--- src/rtl/mdu_issue_ctrl_if.sv ---
// Bundle of the pipeline request/result signals and the MDU Start/Busy/MDUOp bus.
// The slave view belongs to the issue controller; the master view belongs to the environment.
interface mdu_issue_ctrl_if;
  logic        req_valid;
  logic [3:0]  req_op;
  logic [31:0] req_a;
  logic [31:0] req_b;
  logic        req_ready;
  logic        mdu_start;
  logic [3:0]  mdu_op;
  logic [31:0] mdu_a;
  logic [31:0] mdu_b;
  logic        mdu_busy;
  logic [31:0] mdu_hi;
  logic [31:0] mdu_lo;
  logic        done;
  logic [31:0] res_hi;
  logic [31:0] res_lo;
  logic        stall;
  logic [1:0]  err;

  modport master (
    output req_valid, req_op, req_a, req_b, mdu_busy, mdu_hi, mdu_lo,
    input  req_ready, mdu_start, mdu_op, mdu_a, mdu_b, done, res_hi, res_lo, stall, err
  );

  modport slave (
    input  req_valid, req_op, req_a, req_b, mdu_busy, mdu_hi, mdu_lo,
    output req_ready, mdu_start, mdu_op, mdu_a, mdu_b, done, res_hi, res_lo, stall, err
  );
endinterface

--- src/rtl/mdu_issue_ctrl.sv ---
// E-stage initiator for the multiply/divide unit: accepts one HI/LO instruction at a time,
// runs the Start/Busy handshake, captures HI/LO and flags protocol errors.
module mdu_issue_ctrl #(
  parameter int TIMEOUT  = 16,
  parameter int RISE_WIN = 2
) (
  input  logic            clk,
  input  logic            reset,
  mdu_issue_ctrl_if.slave bus
);
  localparam int CW = $clog2(TIMEOUT + 1);

  localparam logic [3:0] OP_MULT = 4'd1;
  localparam logic [3:0] OP_DIVU = 4'd4;
  localparam logic [3:0] OP_MTHI = 4'd5;
  localparam logic [3:0] OP_MFHI = 4'd7;
  localparam logic [3:0] OP_MFLO = 4'd8;

  typedef enum logic [2:0] {IDLE, ISSUE, WAIT, XFER, DONE} state_t;

  state_t          state_reg, state_next;
  logic [3:0]      op_reg;
  logic [31:0]     a_reg, b_reg;
  logic [CW-1:0]   cnt_reg, cnt_next, cnt_inc;
  logic            seen_reg, seen_next;
  logic [31:0]     hi_reg, hi_next, lo_reg, lo_next;
  logic [1:0]      err_reg, err_next;
  logic            accept;
  logic            drive_bus;

  assign accept  = bus.req_valid && (state_reg == IDLE);
  assign cnt_inc = cnt_reg + 1'b1;

  always_ff @(posedge clk) begin
    if (reset) begin
      state_reg <= IDLE;
      op_reg    <= '0;
      a_reg     <= '0;
      b_reg     <= '0;
      cnt_reg   <= '0;
      seen_reg  <= 1'b0;
      hi_reg    <= '0;
      lo_reg    <= '0;
      err_reg   <= '0;
    end else begin
      state_reg <= state_next;
      cnt_reg   <= cnt_next;
      seen_reg  <= seen_next;
      hi_reg    <= hi_next;
      lo_reg    <= lo_next;
      err_reg   <= err_next;
      if (accept) begin
        op_reg <= bus.req_op;
        a_reg  <= bus.req_a;
        b_reg  <= bus.req_b;
      end
    end
  end

  always_comb begin
    state_next = state_reg;
    cnt_next   = cnt_reg;
    seen_next  = seen_reg;
    hi_next    = hi_reg;
    lo_next    = lo_reg;
    err_next   = err_reg;
    case (state_reg)
      IDLE: begin
        if (bus.req_valid) begin
          if (bus.req_op >= OP_MULT && bus.req_op <= OP_DIVU) begin
            state_next = ISSUE;
          end else if (bus.req_op >= OP_MTHI && bus.req_op <= OP_MFLO) begin
            state_next = XFER;
          end else begin
            state_next  = DONE;
            err_next[1] = 1'b1;
          end
        end
      end
      ISSUE: begin
        state_next = WAIT;
        cnt_next   = '0;
        seen_next  = 1'b0;
      end
      WAIT: begin
        cnt_next = cnt_inc;
        if (bus.mdu_busy) begin
          seen_next = 1'b1;
        end
        // A falling Busy after it was seen is completion; it wins over a same-cycle timeout.
        if (seen_reg && !bus.mdu_busy) begin
          hi_next    = bus.mdu_hi;
          lo_next    = bus.mdu_lo;
          state_next = DONE;
        end else if ((!seen_reg && !bus.mdu_busy && cnt_inc == CW'(RISE_WIN)) ||
                     (cnt_inc == CW'(TIMEOUT))) begin
          err_next[0] = 1'b1;
          state_next  = IDLE;
        end
      end
      XFER: begin
        if (op_reg == OP_MFHI) begin
          hi_next = bus.mdu_hi;
        end
        if (op_reg == OP_MFLO) begin
          lo_next = bus.mdu_lo;
        end
        state_next = DONE;
      end
      DONE: begin
        state_next = IDLE;
      end
      default: begin
        state_next = IDLE;
      end
    endcase
  end

  // The operand bus carries the captured request from Start until the op retires.
  assign drive_bus     = (state_reg == ISSUE) || (state_reg == WAIT) || (state_reg == XFER);
  assign bus.req_ready = (state_reg == IDLE);
  assign bus.stall     = (state_reg != IDLE);
  assign bus.done      = (state_reg == DONE);
  assign bus.mdu_start = (state_reg == ISSUE);
  assign bus.mdu_op    = drive_bus ? op_reg : 4'd0;
  assign bus.mdu_a     = drive_bus ? a_reg : 32'd0;
  assign bus.mdu_b     = drive_bus ? b_reg : 32'd0;
  assign bus.res_hi    = hi_reg;
  assign bus.res_lo    = lo_reg;
  assign bus.err       = err_reg;
endmodule

--- src/flat_wrapper.sv ---
// flat-port wrapper written by rule: the top's interface ports become plain ports
module mdu_issue_ctrl_flat 
#(
  parameter int TIMEOUT  = 16,
  parameter int RISE_WIN = 2
)
  (clk, reset, bus_req_valid, bus_req_op, bus_req_a, bus_req_b, bus_mdu_busy, bus_mdu_hi, bus_mdu_lo, bus_req_ready, bus_mdu_start, bus_mdu_op, bus_mdu_a, bus_mdu_b, bus_done, bus_res_hi, bus_res_lo, bus_stall, bus_err);
  mdu_issue_ctrl_if bus_i ();
  input  logic clk;
  input  logic reset;
  input wire logic [$bits(bus_i.req_valid)-1:0] bus_req_valid;
  input wire logic [$bits(bus_i.req_op)-1:0] bus_req_op;
  input wire logic [$bits(bus_i.req_a)-1:0] bus_req_a;
  input wire logic [$bits(bus_i.req_b)-1:0] bus_req_b;
  input wire logic [$bits(bus_i.mdu_busy)-1:0] bus_mdu_busy;
  input wire logic [$bits(bus_i.mdu_hi)-1:0] bus_mdu_hi;
  input wire logic [$bits(bus_i.mdu_lo)-1:0] bus_mdu_lo;
  output wire logic [$bits(bus_i.req_ready)-1:0] bus_req_ready;
  output wire logic [$bits(bus_i.mdu_start)-1:0] bus_mdu_start;
  output wire logic [$bits(bus_i.mdu_op)-1:0] bus_mdu_op;
  output wire logic [$bits(bus_i.mdu_a)-1:0] bus_mdu_a;
  output wire logic [$bits(bus_i.mdu_b)-1:0] bus_mdu_b;
  output wire logic [$bits(bus_i.done)-1:0] bus_done;
  output wire logic [$bits(bus_i.res_hi)-1:0] bus_res_hi;
  output wire logic [$bits(bus_i.res_lo)-1:0] bus_res_lo;
  output wire logic [$bits(bus_i.stall)-1:0] bus_stall;
  output wire logic [$bits(bus_i.err)-1:0] bus_err;
  assign bus_i.req_valid = bus_req_valid;
  assign bus_i.req_op = bus_req_op;
  assign bus_i.req_a = bus_req_a;
  assign bus_i.req_b = bus_req_b;
  assign bus_i.mdu_busy = bus_mdu_busy;
  assign bus_i.mdu_hi = bus_mdu_hi;
  assign bus_i.mdu_lo = bus_mdu_lo;
  assign bus_req_ready = bus_i.req_ready;
  assign bus_mdu_start = bus_i.mdu_start;
  assign bus_mdu_op = bus_i.mdu_op;
  assign bus_mdu_a = bus_i.mdu_a;
  assign bus_mdu_b = bus_i.mdu_b;
  assign bus_done = bus_i.done;
  assign bus_res_hi = bus_i.res_hi;
  assign bus_res_lo = bus_i.res_lo;
  assign bus_stall = bus_i.stall;
  assign bus_err = bus_i.err;
  mdu_issue_ctrl #(.TIMEOUT(TIMEOUT), .RISE_WIN(RISE_WIN)) u_core (.clk(clk), .reset(reset), .bus(bus_i));
endmodule
--- config.mk ---
export PLATFORM = sky130hd
export DESIGN_NAME = mdu_issue_ctrl_flat
export DESIGN_NICKNAME = d
export VERILOG_FILES = /design/src/rtl/mdu_issue_ctrl_if.sv /design/src/rtl/mdu_issue_ctrl.sv /design/src/flat_wrapper.sv
export SDC_FILE = /design/constraint.sdc
export NUM_CORES = 1
export LEC_CHECK = 0
export CORE_AREA = 2 2 144 146
export DETAILED_ROUTE_END_ITERATION = 7
export DIE_AREA = 0 0 146 148
export PLACE_DENSITY = 0.68
export SLEW_MARGIN = 40
export SYNTH_ARGS = -nofsm -noshare
export SYNTH_HDL_FRONTEND = slang
export SYNTH_SLANG_ARGS = --single-unit
--- constraint.sdc ---
create_clock -name clk -period 2 [get_ports clk]
set_input_delay 0.3 -clock clk [delete_from_list [all_inputs] [get_ports clk]]
set_output_delay 0.3 -clock clk [all_outputs]
set_load 0.02 [all_outputs]
Yosys cells after proc, flatten, opt, wreduce, memory -nomap -nowiden

Index checks and enable logic that the tools add are counted.

Add/subtract/negate cells: 1
Magnitude comparators: 4
Eq/ne operators: 14
Multiplexer cells: 18
Bitwise gates (word level): 3
Reduce and logical (&&, ||, !) cells: 21

Operators with widths:

| operator                                                           | count |
|---|---|
| 2-to-1 mux 32 bit                                                  | 6 |
| case mux 32 bit (2 select lines)                                   | 2 |
| 2-to-1 mux 3 bit                                                   | 5 |
| case mux 3 bit (4 select lines)                                    | 1 |
| case mux 5 bit (2 select lines)                                    | 1 |
| AND reduction 3 bit                                                | 3 |
| equality test 3 x 2 -> 1 bit (second input constant)               | 2 |
| logical AND 1 bit                                                  | 6 |
| inequality test 2 x 1 -> 1 bit (second input constant)             | 3 |
| adder 5 x 1 -> 5 bit (second input constant)                       | 1 |
| equality test 5 x 2 -> 1 bit (second input constant)               | 1 |
| equality test 5 bit (second input constant)                        | 1 |
| equality test 4 x 3 -> 1 bit (second input constant)               | 1 |
| equality test 4 bit (second input constant)                        | 1 |
| greater-or-equal comparator 4 x 1 -> 1 bit (second input constant) | 1 |
| greater-or-equal comparator 4 x 3 -> 1 bit (second input constant) | 1 |
| less-or-equal comparator 4 x 3 -> 1 bit (second input constant)    | 1 |
| less-or-equal comparator 4 bit (second input constant)             | 1 |
| 2-to-1 mux 4 bit                                                   | 1 |
| inequality test 2 bit (second input constant)                      | 2 |
| AND reduction 2 bit                                                | 2 |
| AND reduction 4 bit                                                | 1 |
| nonzero test 2 bit                                                 | 2 |
| equality test 3 x 1 -> 1 bit (second input constant)               | 1 |
| other kinds (9)                                                    | 14 |

Register bits: 143
Input bits: 136
Output and inout bits: 138
Word-level logic and storage cells: 71

Logic depth before layout (Yosys ltp)

Gate-level depths: netlist of run 1.

Depth after elaboration: 7
Mapped depth: 9
Mapped depth without buffers: 6

Worst setup path after synthesis of run 1

No wires, ideal clock.

Kind: flip-flop to flip-flop
From: reg u_core.state_reg[0]
To: reg u_core.a_reg[29]
Setup time: 0.132 ns
Arrival time: 1.568 ns
Data required time: 1.868 ns
Path slack: 0.300 ns
Stages on the path, launching flop included: 9
Buffers on the path: 3
Clock period less this slack: 1.700 ns
Cells stage by stage: dfxtp_1 buf_6 or3_4 inv_2 nand2_1 buf_2 clkbuf_1 nand2_1 a21oi_1

Longest elaborated chain between the ends: 2

Ends and longest elaborated chain:

| item                   | RTL line             | text |
|---|---|---|
| start, declared        | mdu_issue_ctrl.sv:21 | `state_t state_reg, state_next;` |
| start signal, assigned | mdu_issue_ctrl.sv:46 | `state_reg <= state_next;` |
| zero test 3 bit        | n/a                  |  |
| net bus_req_ready      | flat_wrapper.sv:18   | `output wire logic [$bits(bus_i.req_ready)-1:0] bus_req_ready;` |
| logical AND 1 bit      | mdu_issue_ctrl.sv:31 | `assign accept = bus.req_valid && (state_reg == IDLE);` |
| end signal, assigned   | mdu_issue_ctrl.sv:54 | `a_reg <= bus.req_a;` |
| end, declared          | mdu_issue_ctrl.sv:23 | `logic [31:0] a_reg, b_reg;` |

The timed path passes the listed nets, and every way through them passes these cells.
A chain may end at the register's enable or synchronous reset.

Worst setup path in the final report of run 1

From: reg u_core.state_reg[1]
To: out bus_mdu_a[3]

Longest elaborated chain between the ends: 4
Elaborated cells between the ends (all ways): 6
Classes of those cells: 3 x eq/ne; 1 x mux; 2 x reduce/logical

Ends and longest elaborated chain:

| item                                                                         | RTL line              | text |
|---|---|---|
| equality test 3 x 1 -> 1 bit or equality test 3 x 2 -> 1 bit (tied branches) | mdu_issue_ctrl.sv:120 | `assign drive_bus = (state_reg == ISSUE) \|\| (state_reg == WAIT) \|\| (state_reg == XFER);` |
| logical OR 1 bit                                                             | mdu_issue_ctrl.sv:120 |  |
| logical OR 1 bit (*)                                                         | mdu_issue_ctrl.sv:120 |  |
| 2-to-1 mux 32 bit (*)                                                        | mdu_issue_ctrl.sv:126 | `assign bus.mdu_a = drive_bus ? a_reg : 32'd0;` |
| end, declared                                                                | flat_wrapper.sv:21    | `output wire logic [$bits(bus_i.mdu_a)-1:0] bus_mdu_a;` |

Mark *: on every way between the ends. The rest lies on a longest branch, timed or not.

==> results of run 1 <==
==> cell usage after synthesis (all sizes together), types with 2 or more instances <==
master  instances
a21oi         141
a22oi           2
a31oi           2
and2           71
buf            16
clkbuf         52
dfxtp         143
ha              3
inv             5
nand2         145
nand2b          2
nand3          67
nor2            7
nor2b           4
nor3            6
nor3b           2
o21a            2
o21ai          71
o31ai           2
or2             2
==> repair_timing <==
action / in CTS / in global routing
setup endpoints to repair: 72 / 70
pin swaps: 0 / 0
gates resized for setup: 85 / 96
==> logic make-up after synthesis <==
kind of cell / share of synthesized area [%]
mux: 0.169
flops: 48.2
compound gates: 20.3
fa+ha+maj: 0.633
simple gates: 25.2
buf+inv: 5.27
xor+xnor: 0.148
==> power by group <==
group	total, W	leakage, nW	internal, W	switching [W]
Sequential	0.00308	1.16	0.00300	0.0000816
Clock	0.00357	0.317	0.00237	0.00120
Combinational	0.00132	2.03	0.000588	0.000731
==> worst paths after layout <==
check	start	endpoint
hold / removal	reset	u_core.bus.err[0]$_SDFFE_PP0P_
setup / recovery	u_core.state_reg[1]$_SDFFE_PP0P_	bus_mdu_a[3]
setup reg to reg	u_core.state_reg[0]$_SDFFE_PP0P_	u_core.a_reg[2]$_SDFFE_PP0P_
hold reg to reg	u_core.a_reg[19]$_SDFFE_PP0P_	u_core.a_reg[19]$_SDFFE_PP0P_
==> layout make-up <==
class                   instances  share of cell area (%)
well taps                     270                    3.53
inverters                       5                   0.196
flip-flops and latches        143                    30.0
clock buffers                  21                    4.71
repair buffers                298                    30.0
multi-input cells             547                    29.4
clock inverters                10                    2.20
diodes                          1                  0.0262
==> metrics by stage <==
step,setup WS (ns),std cells,cell area [sq um],utilization [%]
floorplan,0.300,763,5930,-
global placement,0.0811,1263,9050,45.2
detailed placement,0.0615,1263,9050,45.2
CTS,0.000949,1294,9640,48.1
global route,0.0000228,1294,9560,47.7
finish,0.0810,1295,9560,47.7
==> worst min-delay path, stage by stage <==
cell,delay [ns]
buf_4,0.13
inv_1,0.07
a22o_1,0.13
==> per-layer routing <==
| metal | GRT usage [%] | wire (um) | up-vias |
|---|---|---|---|
| li1 | - | - | 3075 |
| met1 | 21.3 | 8230 | 2808 |
| met2 | 27.8 | 8960 | 201 |
| met3 | 6.05 | 1490 | 15 |
| met4 | 4.76 | 225 | 2 |
| met5 | 0 | 20 | - |
==> results.txt, run 1 <==
- In the finished design, the share of the clock period the worst path needs comes to 95.9%.
* Required time worst endpoint: ~1.7 ns
* H-tree depth reported by CTS: 4
- Headroom to the max-slew limit came out at around 66%.
- Initial core utilization: around 30%
- Num Clock Sinks: 143
* # nets final: 1151
* Master of the slowest instance on the critical path: dfxtp_1
* Max IR drop VDD: between 0.5 and 0.6 mV
* TritonCTS clock tree: yes
- Wires add up to 18.9 mm.
- ~270 I/O pins were placed.
* Setup TNS: 0 ns
* Post-detailed-route count of antenna-violating nets: 0
- For this run, design rule violations remaining after detail routing come to 0.
- Based on the critical path, the design can be clocked at up to between 500 and 600 MHz.
* Dominant delay contributor by cell family on the critical path: buffers and inverters
- In this run the core area contains 52 standard-cell rows.
- Slowest stage delay, CP: roughly 0.36 ns
- In this run, synthesis inferred 0 flip-flops with an integrated enable.
- Hold Path Stages: 3
- STA classifies the critical path startpoint as a register.
- The multi-input combinational cells in the finished layout cover a total of 2810 sq um.
* Layout cell share with drive strength beyond 1: under 10%
- The initial antenna violation count came to 1.
- Stages on the worst setup path: 5
- The die is between 100 and 150 um wide.
- Number of warnings reported in the yosys synthesis log: 0
* Fraction of synthesis flops using an asynchronous set or reset pin: 0%
* Per-instance average area after synthesis: 7.78 sq um
- Final number of setup-violating endpoints: 0
* Area grow syn2layout: 61.1%
- Clock Skew: 0.00853 ns
- Total count of hold-check failures in the final report: 0
- The first TritonRoute pass finished after 7 iterations.
- Count of port buffers added during placement: ~270
- Die height: roughly 150 um
* Bufs and invs on worst path: 2
- Top fanout value on the critical path: 37
- Measured in cells, the most critical reg-to-reg path has a length of 8.
- Unrepaired setup endpoints after global routing: false
- The worst path in the final design needs a cycle of about 1.9 ns, including I/O delays and setup.
- Number of global-route vias before repair: around 5600
- After global routing the overflow that remains totals 0.
- Clock-pin slew was measured on the worst setup and hold paths at about 0.06 ns.
- Nature of the critical path endpoint: output port
- After detailed routing, the average wire length per cell comes to between 10 and 15 um.
- Synth unique cells: 43
* Sequential-to-total area share from yosys stat: between 40% and 50%
- The library cell used most frequently in the layout, excluding fill and tap cells, is clkdlybuf4s50_1.
* Area of the core: between 20000 and 25000 sq um
* Leak Pwr: ~3.5 nW
* Cell area after synthesis: about 5900 sq um
- The completed layout was analyzed and its total power is ~0.008 W.
- Registers take about 2900 sq um.
* Pwr Density: between 800 and 900 nW/um^2
- After synthesis the netlist holds a flip-flop and latch count of between 100 and 150.
- The final route contains between 6000 and 7000 vias.
* Most area-consuming cells after synthesis: dfxtp_1 (48%), a21oi_1 (12%), nand2_1 (9.2%), and2_1 (7.5%), o21ai_0 (6.0%)
* Buffer cell driving the clock tree root: clkbuf_16
- Once detailed placement completed, the half-perimeter wirelength came to roughly 13 mm.
- The most used flip-flop cell after synthesis is dfxtp_1.
- Critical path start-end classification: reg -> out
- Portion of synthesized cell area occupied by the leading cell type: between 40% and 50%
* Clk Latency, worst-skew pair: a little over 0.4 ns
- The number of nets in the synthesized netlist is between 900 and 1000.
* Post-CTS setup repair buffer count: 0
- The cell count after synthesis came out at around 760.
- Clock Tree Buf Depth: 2
- Final weighted congestion in routability-driven placement: around 0.8
- Global-route usage over all layers: 17.0%
- The path class of the tightest hold or removal check is in -> reg.
* Maximum Capacitance Violations: 0
* Slew at the pin closest to its max-slew limit: between 0.5 and 0.6 ns
* Hold_buf cts: 0
- Largest net degree at the start of global routing: between 100 and 150
- After detailed routing, the number of vias per cell comes to roughly 4.7.
- In this run, the number of DRC markers left after iteration 0 of detailed routing was slightly above 300.
- dfxtp_1 takes more of the synthesized area than any other cell.
* Commonest cells after routing, fill and taps aside: clkdlybuf4s50_1 (200), nand2_1 (144), dfxtp_1 (143)
- FILL cells: about 2000
- For flop-to-flop paths, the worst setup slack is 0.23 ns.
* TritonCTS buffer count: 17
- Critical path data arrival time: approximately 1.6 ns
* Final Hold Slack: 0.249 ns
- The floorplan step defined a die boundary enclosing ~22000 sq um.
* Wire length of the first global-routing pass: 29.9 mm
* Cells traversed along the worst timing path: nor2_2 > nor2_4 > buf_12 > and2_1 > clkdlybuf4s15_1
- Status: complete, no violations
- The final max-slew violation count came to 0.
(Power assumes the default switching activity.)
==> inputs of run 2 (changes only) <==
--- a/config.mk
+++ b/config.mk
@@ -5,10 +5,11 @@
 export SDC_FILE = /design/constraint.sdc
 export NUM_CORES = 1
 export LEC_CHECK = 0
-export CORE_AREA = 2 2 144 146
+export CORE_AREA = 2 2 132 160
 export DETAILED_ROUTE_END_ITERATION = 7
-export DIE_AREA = 0 0 146 148
-export PLACE_DENSITY = 0.68
+export DIE_AREA = 0 0 134 162
+export PLACE_DENSITY = 0.67
+export SETUP_SLACK_MARGIN = 0.15
 export SLEW_MARGIN = 40
 export SYNTH_ARGS = -nofsm -noshare
 export SYNTH_HDL_FRONTEND = slang
==> run 2 against run 1 <==
Net effect: sequential share of layout area decreased by 0.74 points; first-iteration DRC count increased by 0.99%; flip-flop and latch count unchanged; critical path depth increased by 1; routed wire length increased by 4.6%; critical endpoint is now bus_mdu_a[28]; largest cell class unchanged.
==> results.txt, run 2 (synthesis results as in run 1) <==
- Bufs and invs on worst path: 3
- Die height: around 160 um
- Status: complete, no violations
- Ratio of final minimum period to clock period: about nine tenths
- Derived from the worst setup path, the maximum achievable clock frequency is around 550 MHz.
* Max-slew headroom: around three quarters
* Gr ovfl total: 0
* Die Wd: approximately 130 um
- Slowest stage delay, CP: about 0.33 ns
- The count of nets left with antenna violations once routing finished came out at 0.
- Reg-to-Reg End: u_core.bus.res_lo[14]$_SDFFE_PP0P_
- Commonest cells after routing, fill and taps aside: clkdlybuf4s50_1 (200), nand2_1 (144), a21oi_1 (141)
- After the first detailed-routing iteration, the DRC count stood at 305.
* Hold_buf cts: 0
- Largest net degree at the start of global routing: 80
- Port buffering added approximately 270 buffers.
- Final antenna diode count: 0
- The clock arrives with 0.00685 ns of skew.
- Summed over all cells, the static leakage comes to about 3.6 nW.
- Power spread over the standard cell area amounts to slightly below 800 nW/um^2.
* Clock Tree Buf Depth: 2
- TritonCTS clock tree: yes
- After detailed routing, the number of remaining DRC violations is 0.
- The path with the worst hold slack has its endpoint at u_core.state_reg[2]$_SDFFE_PP0P_.
- After the last flow step, the layout net total stands at about 1200.
- Final weighted congestion in routability-driven placement: around 0.8
- After floorplanning, the core was divided into 57 placement rows.
* Vias: about 6200
- The tree is rooted in a clkbuf_16.
- The H-tree was split into 4 levels.
* Dominant delay contributor by cell family on the critical path: buffers and inverters
* Unrepaired setup endpoints after global routing: true
* Startpoint of the worst register-to-register path: u_core.state_reg[0]$_SDFFE_PP0P_
* Critical path start-end classification: reg -> out
- Area of the core: between 20000 and 25000 sq um
- TritonCTS buffer count: 17
- The initial antenna violation count came to 0.
- Measured in cells, the most critical reg-to-reg path has a length of 7.
* Most common library cell in the layout ignoring fill and taps: clkdlybuf4s50_1
- Relative to the synthesized area, the layout overhead comes to 65.4%.
- The die covers approximately 22000 sq um.
- FILL cells: between 1500 and 2000
* Hold Path Stages: 4
* Setup TNS: 0 ns
- Excluding fillers, the count of instances in the completed layout stands at 1295.
* Number of vias per cell: 4.75
- Cells fill between 40% and 50% of the core in the end.
- Max-cap violations in this run came to 0.
- Slew at the pin closest to its max-slew limit: 0.389 ns
- After detailed routing, the average wire length per cell comes to around 15 um.
- Setup crit start kind: register
* Cell Count Post-Placement: 1259
- For the worst setup path, the data required time is about 1.7 ns.
- Layout cell share with drive strength beyond 1: 16.2%
* Final number of setup-violating endpoints: 0
* Routed wire length: ~20 mm
- Minimum setup slack in the final design: 0.197 ns
- Top fanout value on the critical path: 21
- IR analysis of the VDD net gives a maximum drop of roughly 0.54 mV.
- Critical path data arrival time: roughly 1.5 ns
- The worst hold path belongs to the class in -> reg.
* Wire length of the first global-routing pass: around 31 mm
- Num Clock Sinks: about 140
- Hpwl dp: 13.3 mm
- Once the floorplan was initialized, standard cells occupied between 20% and 30% of the core.
* Clock-pin slew on the worst setup and hold paths: roughly 0.06 ns
- The number of global-route vias before repair was between 5000 and 6000.
- Nature of the critical path endpoint: output port
- Final Slew Violations: 0
- I/O pin total: roughly 270
- Cells traversed along the worst timing path: nor2_4 > nor2_4 > buf_12 > buf_12 > and2_1 > buf_6
- At the later pin of the worst-skew pair, clock insertion delay measures between 0.4 and 0.5 ns.
- Total count of hold-check failures in the final report: 0
* Global-route usage over all layers: ~18%
* Flop-to-flop setup slack: around 0.27 ns
- In this run the most critical hold path is launched from reset.
- First drt pass iteration count: 7
- Master of the slowest instance on the critical path: dfxtp_2
- Post-layout minimum cycle time: roughly 1.8 ns
- DP Worst Slack: 0.100 ns
[run 2: cell count changes in the layout (fill, tap and decap cells not counted), sizes merged, moves of 4 or more]
cell | before | now
buf | 28 | 102
bufinv | 6 | 2
clkbuf | 52 | 18
clkdlybuf4s15 | 36 | 1
clkinvlp | 1 | 6
inv | 5 | 10
[run 2: cell type report]
type                    count  area, sq um  share of cell area [%]
inverters                   5         21.3                   0.217
multi-input cells         547         2850                    29.1
clock inverters            14          156                    1.59
repair buffers            303         3150                    32.1
flip-flops and latches    143         2870                    29.2
well taps                 265          332                    3.38
clock buffers              18          439                    4.47
[run 2: routing by layer]
metal,share of wire (%),up-vias,global-route usage [%]
li1,-,3082,-
met1,41,2835,21.7
met2,50,210,29.7
met3,7.0,27,5.24
met4,2.4,0,6.43
met5,0,-,0
[run 2: how the worst max path moves through the flow]
stage	start	to	slack, ns	cells after the start
finish	u_core.state_reg[0]$_SDFFE_PP0P_	bus_mdu_a[28]	0.20	6
global route	u_core.state_reg[0]$_SDFFE_PP0P_	bus_mdu_b[28]	0.13	6
CTS	u_core.state_reg[1]$_SDFFE_PP0P_	bus_mdu_a[18]	0.14	6
detailed placement	bus_mdu_busy	u_core.bus.res_hi[24]$_SDFFE_PP0P_	0.10	6
global placement	u_core.state_reg[0]$_SDFFE_PP0P_	bus_req_ready	0.13	4
floorplan	u_core.state_reg[0]$_SDFFE_PP0P_	u_core.a_reg[29]$_SDFFE_PP0P_	0.30	8
[run 2: tightest hold or removal path, delay by kind of cell]
family	cells	cell delay [ns]
compound gates	1	0.09
simple gates	1	0.06
buf+inv	2	0.17
[run 2: metrics by stage]
stage | total power [W] | cell area (sq um) | hold WS (ns)
2_1_floorplan | 0.00381 | 5930 | 0.432
3_3_place_gp | 0.00454 | 9080 | 0.436
3_5_place_dp | 0.00455 | 9080 | 0.443
4_1_cts | 0.00780 | 9400 | 0.249
5_1_grt | 0.00816 | 9810 | 0.252
6_report | 0.00776 | 9810 | 0.260
[run 2: what timing repair did]
item / 4_1_cts / 5_1_grt
pin swaps: 2 / 3
setup buffers: 3 / 0
resized for setup: 296 / 136
setup endpoints to repair: 72 / 70
gates cloned: 1 / 0
[run 2: power breakdown]
| group | internal [W] | switching, W | leakage, nW |
|---|---|---|---|
| clock network | 0.00189 | 0.00130 | 0.274 |
| logic | 0.000704 | 0.000778 | 2.18 |
| registers | 0.00300 | 0.0000914 | 1.16 |
